<file path="src/rtl/readout_sequencer.sv">
// Event sequencer above the merge readout: paces events, times readout windows,
// and reports per-event word counts with overrun flagging.
module readout_sequencer #(
  parameter int PERIOD  = 100,
  parameter int HOLDOFF = 3,
  parameter int DRAIN   = 2
) (
  input  logic       clk,
  input  logic       reset,
  input  logic       enable,
  input  logic       done,
  input  logic       valid,
  output logic       start_evt,
  output logic [2:0] BX,
  output logic [6:0] clk_cnt,
  output logic [2:0] BX_pipe,
  output logic       busy,
  output logic [9:0] evt_words,
  output logic       evt_trunc,
  output logic       evt_vld,
  output logic [7:0] overrun_cnt
);

  localparam logic [6:0] CNT_LAST = 7'(PERIOD - 1);
  localparam logic [6:0] HO_LAST  = 7'(HOLDOFF - 1);
  localparam logic [6:0] DR_LAST  = 7'(DRAIN - 1);

  typedef enum logic [2:0] {S_IDLE, S_SETUP, S_RUN, S_DRAIN, S_REPORT, S_WAIT} state_t;

  state_t     state, state_nxt;
  logic       running, running_nxt;
  logic [6:0] cnt_nxt;
  logic [2:0] bx_nxt;
  logic       start_nxt;
  logic [6:0] tmr, tmr_nxt;
  logic [9:0] wcnt, wcnt_nxt, wsum;
  logic       rpt, trunc, ovr, count_en;

  // Slot counter: next values are computed so start_evt lands with clk_cnt==0.
  always_comb begin
    running_nxt = running;
    cnt_nxt     = clk_cnt;
    bx_nxt      = BX;
    if (!running) begin
      cnt_nxt = '0;
      if (enable) running_nxt = 1'b1;
    end else if (clk_cnt == CNT_LAST) begin
      cnt_nxt     = '0;
      bx_nxt      = BX + 3'd1;
      running_nxt = enable;
    end else begin
      cnt_nxt = clk_cnt + 7'd1;
    end
    start_nxt = running_nxt && (cnt_nxt == '0);
  end

  always_ff @(posedge clk or posedge reset) begin
    if (reset) begin
      running   <= 1'b0;
      clk_cnt   <= '0;
      BX        <= '0;
      BX_pipe   <= '0;
      start_evt <= 1'b0;
    end else begin
      running   <= running_nxt;
      clk_cnt   <= cnt_nxt;
      BX        <= bx_nxt;
      start_evt <= start_nxt;
      if (start_nxt) BX_pipe <= BX;
    end
  end

  assign count_en = (state == S_RUN || state == S_DRAIN) && valid;
  assign wsum     = (count_en && wcnt != 10'h3FF) ? wcnt + 10'd1 : wcnt;

  always_comb begin
    state_nxt = state;
    tmr_nxt   = tmr;
    wcnt_nxt  = wcnt;
    rpt       = 1'b0;
    trunc     = 1'b0;
    ovr       = 1'b0;
    case (state)
      S_IDLE, S_WAIT, S_REPORT: begin
        if (start_evt) begin
          state_nxt = S_SETUP;
          tmr_nxt   = '0;
          wcnt_nxt  = '0;
        end else if (state == S_REPORT) begin
          state_nxt = running ? S_WAIT : S_IDLE;
        end else if (!running) begin
          state_nxt = S_IDLE;
        end
      end
      S_SETUP: begin
        if (tmr == HO_LAST) state_nxt = S_RUN;
        else                tmr_nxt   = tmr + 7'd1;
      end
      S_RUN: begin
        wcnt_nxt = wsum;
        if (done) begin
          state_nxt = S_DRAIN;
          tmr_nxt   = '0;
        end
      end
      S_DRAIN: begin
        wcnt_nxt = wsum;
        if (tmr == DR_LAST) begin
          state_nxt = S_REPORT;
          rpt       = 1'b1;
        end else begin
          tmr_nxt = tmr + 7'd1;
        end
      end
      default: state_nxt = S_IDLE;
    endcase
    // A new event arriving mid-readout truncates the current one.
    if (start_evt && (state == S_SETUP || state == S_RUN || state == S_DRAIN)) begin
      state_nxt = S_SETUP;
      tmr_nxt   = '0;
      wcnt_nxt  = '0;
      rpt       = 1'b1;
      trunc     = 1'b1;
      ovr       = 1'b1;
    end
  end

  always_ff @(posedge clk or posedge reset) begin
    if (reset) begin
      state       <= S_IDLE;
      tmr         <= '0;
      wcnt        <= '0;
      busy        <= 1'b0;
      evt_words   <= '0;
      evt_trunc   <= 1'b0;
      evt_vld     <= 1'b0;
      overrun_cnt <= '0;
    end else begin
      state   <= state_nxt;
      tmr     <= tmr_nxt;
      wcnt    <= wcnt_nxt;
      busy    <= (state_nxt == S_SETUP || state_nxt == S_RUN || state_nxt == S_DRAIN);
      evt_vld <= rpt;
      if (rpt) begin
        evt_words <= wsum;
        evt_trunc <= trunc;
      end
      if (ovr && overrun_cnt != 8'hFF) overrun_cnt <= overrun_cnt + 8'd1;
    end
  end

endmodule

</file>
<file path="config.mk">
export PLATFORM = sky130hd
export DESIGN_NAME = readout_sequencer
export DESIGN_NICKNAME = d
export VERILOG_FILES = /design/src/rtl/readout_sequencer.sv
export SDC_FILE = /design/constraint.sdc
export NUM_CORES = 1
export LEC_CHECK = 0
export ABC_AREA = 1
export CAP_MARGIN = 20
export CORE_MARGIN = 2
export CORE_UTILIZATION = 55
export DETAILED_ROUTE_END_ITERATION = 16
export PLACE_DENSITY = 0.8
export SLEW_MARGIN = 20
export SYNTH_ARGS = -nofsm -noshare
export SYNTH_HDL_FRONTEND = slang
export SYNTH_SLANG_ARGS = --single-unit
</file>
<file path="constraint.sdc">
create_clock -name clk -period 2.16 [get_ports clk]
set_clock_uncertainty 0.05 [all_clocks]
set_input_delay 0.432 -clock clk [delete_from_list [all_inputs] [get_ports clk]]
set_output_delay 0.432 -clock clk [all_outputs]
set_load 0.02 [all_outputs]
</file>
After elaboration in Yosys (flattened, before gate mapping)

Cells that the tools add are included.

Flip-flop bits (word level): 56
Input bits: 5
Output and inout bits: 35

$add $sub $neg: 5
Equality and inequality tests: 17
Mux-type cells: 28
Reductions and logical operators: 19

Operators by type and width:

| cell                                                                   | count |
|---|---|
| 7-bit two-way mux                                                      | 7 |
| 10-bit two-way mux                                                     | 3 |
| 7-bit case mux with 4 select lines                                     | 1 |
| 3-bit two-way mux                                                      | 8 |
| 10-bit case mux with 2 select lines                                    | 1 |
| 7-bit by 1-bit adder with 7-bit output (second input constant)         | 2 |
| 3-bit by 2-bit equality test with 1-bit output (second input constant) | 4 |
| 3-bit case mux with 4 select lines                                     | 1 |
| 10-bit by 1-bit adder with 10-bit output (second input constant)       | 1 |
| 10-bit != test (second input constant)                                 | 1 |
| 3-bit by 2-bit != test with 1-bit output (second input constant)       | 3 |
| 8-bit by 1-bit adder with 8-bit output (second input constant)         | 1 |
| 8-bit != test (second input constant)                                  | 1 |
| 7-bit by 1-bit equality test with 1-bit output (second input constant) | 1 |
| 7-bit by 2-bit equality test with 1-bit output (second input constant) | 1 |
| 7-bit equality test (second input constant)                            | 1 |
| 7-bit zero test                                                        | 1 |
| 1-bit two-way mux                                                      | 7 |
| 3-bit by 1-bit equality test with 1-bit output (second input constant) | 2 |
| 3-bit equality test (second input constant)                            | 2 |
| 1-bit logical AND                                                      | 5 |
| 1-bit logical OR                                                       | 5 |
| 5-bit AND reduction                                                    | 1 |
| 5-bit nonzero test                                                     | 1 |
| 7 further kinds                                                        | 8 |

Logic depth before layout (Yosys ltp)

Gate-level depths: netlist of the first run.

Depth after elaboration: 8
Mapped depth: 11
Mapped depth without buffers: 10

Least setup slack after synthesis of the first run

OpenSTA, ideal clock, no wires.

Path type: register to register
From: register clk_cnt[0]
To: register BX[1]
Setup time: 0.125 ns
Data arrival time: 1.532 ns
Required time: 1.985 ns
Path slack: 0.454 ns
Stages on the path, launching flop included: 8
Buffers on the path: 1
Cells stage by stage: dfrtp_1 -> ha_1 -> buf_2 -> inv_2 -> nor2_1 -> nand3b_1 -> nor2_1 -> mux2_2

Longest elaborated chain between the ends: 2

RTL lines:

| what                                 | RTL line | source |
|---|---|---|
| from (decl)                          | 15       | `output logic [6:0] clk_cnt,` |
| from (signal assigned)               | 66       | `clk_cnt <= cnt_nxt;` |
| 7-bit equality test                  | 47       | `end else if (clk_cnt == CNT_LAST) begin` |
| 2-bit AND reduction (no source line) | --       |  |
| to (signal assigned)                 | 67       | `BX <= bx_nxt;` |
| to (decl)                            | 14       | `output logic [2:0] BX,` |

No other way between the ends.
A chain may end at the register's enable or synchronous reset.

Worst setup path after layout of the first run

From: register clk_cnt[2]
To: output clk_cnt[2]

No word-level cell between the ends.

==> flow_summary.json, run 1 <==
{
  "die_x_um": 78.6,
  "rows": 27,
  "clk_latency_ns": 0.31,
  "netlist.area_leader.share_pct": 45.8,
  "grt.overflow.total": 0,
  "period_share_pct": 90.7,
  "drc_errors": 0,
  "ctsResizeCount": 0,
  "vdd_drop_max_v": 0.000598,
  "vias": 2668,
  "numCtsBuffers": 5,
  "ctsHoldBuffers": 0,
  "worst-path-buf-inv": 1,
  "hold_viol_final": 0,
  "layout_commonest_cell": "nand2_1",
  "fmax_mhz": 510,
  "ant_nets": 0,
  "synth_top_family_by_area": "simple AND/OR/NAND/NOR gates",
  "io_pins": 40,
  "clock-sinks": 56,
  "cp_cell_sequence": "clkdlybuf4s50_1",
  "cpPeakStageDelay_ns": 0.66,
  "grt_pass1_wl_mm": 10.6,
  "syn_nets": 407,
  "powerDensity_mw_per_mm2": 959,
  "diodes": 0,
  "rsz0062_at_grt": "no",
  "fin_tns_setup_ns": 0,
  "seq_area_mm2": 0.00140,
  "cts-root-buf": "clkbuf_8",
  "cts_setup_buffers": 0,
  "yosysWarnings": 0,
  "synth_compound_area_share_pct": 3.97,
  "core_mm2": 0.00544,
  "synthAdderAreaFrac_pct": 2.86,
  "synth-xor-area-share_pct": 5.16,
  "synth_largest_area_cell": "dfrtp_1",
  "path_class": "reg -> out",
  "period_needed_ns": 1.96,
  "gp_congestion": 0.864,
  "first_pass_iters": 6,
  "grt_pass1_vias": 2537,
  "arrival_ns": 1.48,
  "maxSlewHeadroom_pct": 69.8,
  "end_kind": "output pin",
  "hpwl_mm": 4.67,
  "final_nets": 451,
  "antenna_found_initial": 0,
  "regToRegSetupSlack_ns": 0.29,
  "clk_pin_slew_ns": 0.10,
  "start_util_pct": 56.2,
  "drv_cap": 0,
  "layout_common_cells": "nand2_1 (122), inv_1 (57), dfrtp_1 (56), nand3_1 (45), clkdlybuf4s50_1 (39)",
  "clockBufferDepth": 2,
  "avgViaCountPerCell": 5.21,
  "hold_class": "in -> async",
  "htree_levels": 2,
  "ys_seq_area_share_pct": 45.8,
  "synth_area_mm2": 0.00306,
  "cp_data_required_time_ns": 1.68,
  "wl_per_cell_um": 12.0,
  "drv_slew": 0,
  "cts_tree": "built",
  "area_delta_synth_final_pct": 18.6,
  "cp_max_fo": 8,
  "die_area_mm2": 0.00617,
  "synthMuxAreaShare_pct": 0.368,
  "cellLeakagePower_nw": 1.87,
  "wirelength_mm": 6.13,
  "fillerInstances": 457,
  "tightest_slew_ns": 0.451,
  "port_buffers": 39,
  "ys_ff_latch": 56,
  "drtIter0Drc": 187,
  "p_total_mw": 3.48,
  "synthSimpleGateAreaFrac_pct": 33.0,
  "grt_usage_pct": 21.4,
  "critPathTopFamily": "buffers and inverters",
  "crit_path_top_delay_cell": "clkdlybuf4s50_1",
  "drive_above_1_share_pct": 6.82,
  "avgSynthCellArea_um2": 7.74,
  "synth_cell_types": 27,
  "final-setup-viol-count": 0,
  "multiInputGateArea_mm2": 0.00139,
  "dieHeight_um": 78.6,
  "outcome": "finished, final reports clean",
  "startpoint_type": "register",
  "synthCells": 395,
  "netlist_top_cells_area": "dfrtp_1 (46%), nand2_1 (15%), nand3_1 (7.4%), inv_1 (7.1%), xor2_1 (3.4%)",
  "grt_start_max_net_pins": 57
}
## layout make-up
cell class	count	area share, %
multi-input combinational	272	38.3
tap	72	2.48
clock buffer	6	2.00
inverter	62	6.42
clock inverter	2	0.449
timing repair buffer	42	11.7
sequential	56	38.6
## final timing paths
path / startpoint / end / cells after the start
worst min-delay path: reset / overrun_cnt[0] / 3
worst min register to register: evt_words[6] / evt_words[6] / 2
worst max register to register: wcnt[0] / evt_words[8] / 9
worst max-delay path: clk_cnt[2] / clk_cnt[2] / 1
min in group clk: evt_words[6] / evt_words[6] / 2
max in group asynchronous: reset / wcnt[2] / 3
## state kept, by name, summed over array words and instances, names as in the netlist, 3 cells and up
| name | cells |
|---|---|
| clk_cnt | 7 |
| BX_pipe | 3 |
| state | 3 |
| wcnt | 10 |
| BX | 3 |
| tmr | 7 |
| evt_words | 10 |
| overrun_cnt | 8 |
## cells by family after synthesis
logic type	Yosys count
buffers and inverters	67
AND/OR/NAND/NOR	226
flip-flops	56
adder cells (fa/ha/maj)	7
multiplexers	1
AO/OA/AOI/OAI	20
XOR/XNOR	18
## synth_stat cells
cell,instances
ha_1,7
buf_4,2
or2_2,1
xor2_1,12
nand3b_1,1
nand3_2,2
buf_2,2
nand3_1,45
nand2_1,122
dfrtp_1,56
xnor2_1,6
nor2_4,1
o31ai_1,1
a21oi_4,1
nand4_1,15
nand2_2,6
nor2_1,27
o21bai_1,3
nand4_4,1
o21ai_0,13
mux2_2,1
nor3_1,3
a21oi_1,2
nor2_2,2
inv_1,58
inv_2,4
buf_6,1
## where the power goes
| group | leakage [nW] | switching, mW | internal [mW] |
|---|---|---|---|
| Clock | 0.0414 | 0.334 | 0.231 |
| Combinational | 1.12 | 0.874 | 0.540 |
| Sequential | 0.707 | 0.211 | 1.29 |
| Total | 1.87 | 1.42 | 2.06 |
## per-layer routing
| metal | GRT usage (%) | up-vias | part of all wire [%] |
|---|---|---|---|
| met5 | 0 | - | 0 |
| met4 | 7.37 | 0 | 1.3 |
| met3 | 3.22 | 9 | 4.9 |
| met2 | 38.2 | 77 | 50 |
| met1 | 26.5 | 1257 | 44 |
| li1 | - | 1325 | - |
## through the flow
stage / instance area, um^2 / hold WS [ns] / cells / util (%) / worst slack (ns)
global placement: 3540 / 0.414 / 504 / 65.0 / 0.242
finish: 3630 / 0.423 / 512 / 66.7 / 0.201
detailed placement: 3540 / 0.416 / 504 / 65.0 / 0.221
global route: 3630 / 0.468 / 512 / 66.7 / 0.0820
CTS: 3630 / 0.442 / 512 / 66.7 / 0.211
floorplan: 3060 / 0.414 / 395 / - / 0.307
Power figures use the tool's default switching activity.
==> inputs of run 2 (changes only) <==
--- a/config.mk
+++ b/config.mk
@@ -10,6 +10,7 @@
 export CORE_MARGIN = 2
 export CORE_UTILIZATION = 55
 export DETAILED_ROUTE_END_ITERATION = 16
+export MAX_ROUTING_LAYER = met4
 export PLACE_DENSITY = 0.8
 export SLEW_MARGIN = 20
 export SYNTH_ARGS = -nofsm -noshare
==> run 2 against run 1 <==
Sequential cell count unchanged; final cell count unchanged; critical path depth unchanged; core utilization unchanged; largest cell class unchanged; largest power group unchanged.
==> flow_summary.json, run 2 (synthesis gave the netlist of run 1 again) <==
{
  "avgViaCountPerCell": 5.21,
  "outcome": "finished, final reports clean",
  "worst-path-buf-inv": 1,
  "switching_share_pct": 40.8,
  "r2r_end": "evt_words[8]",
  "area_delta_synth_final_pct": 18.6,
  "final_nets": 451,
  "vdd_drop_max_v": 0.000598,
  "fmax_mhz": 510,
  "clock-sinks": 56,
  "start_util_pct": 56.2,
  "startpoint_type": "register",
  "grt_pass1_wl_mm": 10.6,
  "crit_path_top_delay_cell": "clkdlybuf4s50_1",
  "drtIter0Drc": 187,
  "fin_tns_setup_ns": 0,
  "cts-root-buf": "clkbuf_8",
  "end_kind": "output pin",
  "clk_latency_ns": 0.31,
  "cp_max_fo": 8,
  "reg_top3": "evt_words (10), wcnt (10), overrun_cnt (8)",
  "power_frac_comb_pct": 40.7,
  "p_sw_mw": 1.42,
  "layout_commonest_cell": "nand2_1",
  "grt_pass1_vias": 2537,
  "grt_start_max_net_pins": 57,
  "cts_setup_buffers": 0,
  "rows": 27,
  "dieHeight_um": 78.6,
  "wirelength_mm": 6.13,
  "rsz0062_at_grt": "no",
  "io_pins": 40,
  "drc_errors": 0,
  "clk_pin_slew_ns": 0.10,
  "drv_slew": 0,
  "numCtsBuffers": 5,
  "fin_area_mm2": 0.00363,
  "cp_cell_sequence": "clkdlybuf4s50_1",
  "cellLeakagePower_nw": 1.87,
  "drive_above_1_share_pct": 6.82,
  "pwr-share-seq_pct": 43.1,
  "arrival_ns": 1.48,
  "drv_cap": 0,
  "die_x_um": 78.6,
  "cp_data_required_time_ns": 1.68,
  "maxSlewHeadroom_pct": 69.8,
  "period_share_pct": 90.7,
  "final-setup-viol-count": 0,
  "period_needed_ns": 1.96,
  "path_class": "reg -> out",
  "powerDensity_mw_per_mm2": 959,
  "wl_per_cell_um": 12.0,
  "r2r-start": "wcnt[0]",
  "gp_congestion": 0.878,
  "grt.overflow.total": 0,
  "tightest_slew_ns": 0.452,
  "ctsHoldBuffers": 0,
  "cts_tree": "built",
  "hold_viol_final": 0,
  "grt_usage_pct": 22.0,
  "rr_worst_depth": 9,
  "hpwl_mm": 4.67,
  "clkPwrFrac_pct": 16.3,
  "layout_common_cells": "nand2_1 (122), inv_1 (57), dfrtp_1 (56), nand3_1 (45), clkdlybuf4s50_1 (39)",
  "core_mm2": 0.00544,
  "first_pass_iters": 6,
  "regToRegSetupSlack_ns": 0.29,
  "ctsResizeCount": 0,
  "vias": 2668,
  "diodes": 0,
  "ant_nets": 0,
  "cpPeakStageDelay_ns": 0.66,
  "port_buffers": 39,
  "internal_power_mw": 2.06,
  "die_area_mm2": 0.00617,
  "critPathTopFamily": "buffers and inverters",
  "antenna_found_initial": 0,
  "htree_levels": 2,
  "placed_area_mm2": 0.00354,
  "hold_class": "in -> async",
  "clockBufferDepth": 2
}
-- run 2: cell counts in the layout (fill, tap and decap cells not counted) --
Identical to the previous run, type by type.
-- run 2: routing by layer --
layer | up-vias | global-route usage (%) | wire [um]
met3 | 9 | 3.10 | 295
met4 | 0 | 7.37 | 78
met5 | - | - | 0
li1 | 1325 | - | -
met1 | 1257 | 26.5 | 2700
met2 | 77 | 38.2 | 3060
-- run 2: area by class of cell --
type,count,area [um^2]
Tap cell,72,90.1
Multi-Input combinational cell,272,1390
Fill cell,457,1810
Sequential cell,56,1400
Inverter,62,233
Timing Repair Buffer,42,425
Clock buffer,6,72.6
Clock inverter,2,16.3
-- run 2: how the worst max path moves through the flow --
| stage | end | start | depth (start not counted) | slack, ns |
|---|---|---|---|---|
| after floorplan | BX[0] | reset | 1 | 0.31 |
| after global placement | evt_words[9] | valid | 6 | 0.24 |
| after detailed placement | evt_words[9] | valid | 6 | 0.22 |
| after CTS | clk_cnt[2] | clk_cnt[2] | 1 | 0.21 |
| after global routing | evt_words[6] | wcnt[0] | 9 | 0.08 |
| final | clk_cnt[2] | clk_cnt[2] | 1 | 0.20 |
-- run 2: per-stage QoR --
| step | hold WS, ns | utilization, % | instances | power (mW) | setup WS [ns] |
|---|---|---|---|---|---|
| after floorplan | 0.414 | - | 395 | 2.45 | 0.307 |
| after global placement | 0.414 | 65.0 | 504 | 2.87 | 0.242 |
| after detailed placement | 0.416 | 65.0 | 504 | 2.93 | 0.221 |
| after CTS | 0.442 | 66.7 | 512 | 3.50 | 0.211 |
| after global routing | 0.468 | 66.7 | 512 | 3.75 | 0.0820 |
| final | 0.423 | 66.7 | 512 | 3.48 | 0.201 |
-- run 2: worst register-to-register path, cell delays in order (launching register included) --
cell,delay (ns)
dfrtp_1,0.45
ha_1,0.24
nand3_2,0.13
nor2_4,0.16
nand4_4,0.13
nand3_2,0.24
inv_1,0.16
nand2_1,0.11
nand3_1,0.07
nand2_1,0.08
-- run 2: power by group through the flow --
stage                     logic [mW]  registers (mW)  clock network, mW
after floorplan                0.844            1.61                  0
after global routing            1.60            1.52              0.627
after CTS                       1.42            1.49              0.588
after detailed placement        1.41            1.51                  0
final                           1.41            1.50              0.565
after global placement          1.36            1.51                  0
==> inputs of run 3 (changes only) <==
--- a/config.mk
+++ b/config.mk
@@ -7,11 +7,11 @@
 export LEC_CHECK = 0
 export ABC_AREA = 1
 export CAP_MARGIN = 20
-export CORE_MARGIN = 2
 export CORE_UTILIZATION = 55
 export DETAILED_ROUTE_END_ITERATION = 16
 export MAX_ROUTING_LAYER = met4
 export PLACE_DENSITY = 0.8
+export SETUP_SLACK_MARGIN = 0.1
 export SLEW_MARGIN = 20
 export SYNTH_ARGS = -nofsm -noshare
 export SYNTH_HDL_FRONTEND = slang
==> run 3 against run 2 <==
Final cell count is the same; sequential power is essentially flat; core utilization grew 2.7 points; sequential cell count is the same; total power shrank 1.0%; die area shrank 5.0%; clock power shrank 5.7%; maximum frequency grew 0.51%; worst hold slack gained 0.0096 ns; critical endpoint unchanged; largest power group unchanged.
==> flow_summary.json, run 3 (synthesis gave the netlist of run 1 again) <==
{
  "outcome": "finished, final reports clean",
  "cpPeakStageDelay_ns": 0.66,
  "cp_data_required_time_ns": 1.68,
  "grt.overflow.total": 0,
  "final-setup-viol-count": 0,
  "drtIter0Drc": 203,
  "path_class": "reg -> out",
  "core_mm2": 0.00524,
  "cts_tree": "built",
  "worst-path-buf-inv": 1,
  "vias": 2603,
  "tightest_slew_ns": 0.323,
  "fmax_mhz": 513,
  "clock-sinks": 56,
  "numCtsBuffers": 5,
  "drive_above_1_share_pct": 7.24,
  "antenna_found_initial": 0,
  "diodes": 0,
  "regToRegSetupSlack_ns": 0.30,
  "clockBufferDepth": 2,
  "fillerInstances": 412,
  "cellLeakagePower_nw": 1.89,
  "startpoint_type": "register",
  "wirelength_mm": 6.13,
  "gp_congestion": 0.949,
  "placed_cells": 505,
  "drv_cap": 0,
  "arrival_ns": 1.47,
  "drc_errors": 0,
  "fin_tns_setup_ns": 0,
  "hold_class": "reg -> reg",
  "start_util_pct": 58.4,
  "io_pins": 40,
  "die_x_um": 76.6,
  "grt_pass1_wl_mm": 10.7,
  "first_pass_iters": 6,
  "critPathTopFamily": "buffers and inverters",
  "area_delta_synth_final_pct": 18.9,
  "grt_start_max_net_pins": 57,
  "crit_path_top_delay_cell": "clkdlybuf4s50_1",
  "dieHeight_um": 76.6,
  "layout_common_cells": "nand2_1 (122), inv_1 (57), dfrtp_1 (56), nand3_1 (45), clkdlybuf4s50_1 (39)",
  "avgViaCountPerCell": 5.08,
  "rows": 26,
  "final_cells": 512,
  "clk_pin_slew_ns": 0.09,
  "drv_slew": 0,
  "reg_top3": "evt_words (10), wcnt (10), overrun_cnt (8)",
  "placed_area_mm2": 0.00356,
  "cts_setup_buffers": 0,
  "period_share_pct": 90.2,
  "maxSlewHeadroom_pct": 78.3,
  "wl_per_cell_um": 12.0,
  "port_buffers": 39,
  "cp_max_fo": 8,
  "layout_commonest_cell": "nand2_1",
  "ant_nets": 0,
  "hold_viol_final": 0,
  "vdd_drop_max_v": 0.000593,
  "ctsHoldBuffers": 0,
  "end_kind": "output pin",
  "grt_pass1_vias": 2491,
  "grt_usage_pct": 23.3,
  "cts-root-buf": "clkbuf_8",
  "cp_cell_sequence": "clkdlybuf4s50_1",
  "period_needed_ns": 1.95,
  "rsz0062_at_grt": "no",
  "die_area_mm2": 0.00586,
  "hpwl_mm": 4.62,
  "ctsResizeCount": 0,
  "htree_levels": 2,
  "clk_latency_ns": 0.31,
  "fin_area_mm2": 0.00363,
  "final_nets": 454,
  "powerDensity_mw_per_mm2": 947
}
[run 3: per-stage QoR]
stage          setup slack (ns)  hold slack, ns  utilization, %  power (mW)
4_1_cts                   0.211           0.439            69.4        3.45
5_1_grt                   0.170           0.458            69.4        3.70
3_3_place_gp              0.413           0.412            67.9        2.87
2_1_floorplan             0.307           0.414               -        2.45
3_5_place_dp              0.316           0.414            67.9        2.92
6_report                  0.211           0.432            69.4        3.44
[run 3: path summary, 6_finish.rpt]
check                                   from  cells past startpoint      endpoint
worst max-delay path              clk_cnt[2]                      1    clk_cnt[2]
worst min-delay path            evt_words[5]                      2  evt_words[5]
worst max register to register       wcnt[0]                      9       wcnt[1]
worst min register to register  evt_words[5]                      2  evt_words[5]
max in group asynchronous              reset                      3       wcnt[7]
min in group asynchronous              reset                      3    clk_cnt[4]
[run 3: area by class of cell]
type | count | area, um^2 | share of cell area (%)
Inverter | 62 | 233 | 6.40
Multi-Input combinational cell | 272 | 1390 | 38.2
Clock inverter | 1 | 5.00 | 0.138
Clock buffer | 6 | 72.6 | 2.00
Timing Repair Buffer | 45 | 448 | 12.3
Tap cell | 70 | 87.6 | 2.41
Sequential cell | 56 | 1400 | 38.6
[run 3: layer usage]
metal	up-vias	global-route usage, %	share of wire, %
met3	7	3.83	4.0
met4	0	10.0	1.4
li1	1334	-	-
met2	74	38.1	49
met5	-	-	0
met1	1188	28.6	46
[run 3: power breakdown]
part           switching (mW)  internal (mW)  leakage, nW
logic                   0.854          0.550         1.14
registers               0.218           1.29        0.707
clock network           0.311          0.221       0.0410
total                    1.38           2.06         1.89
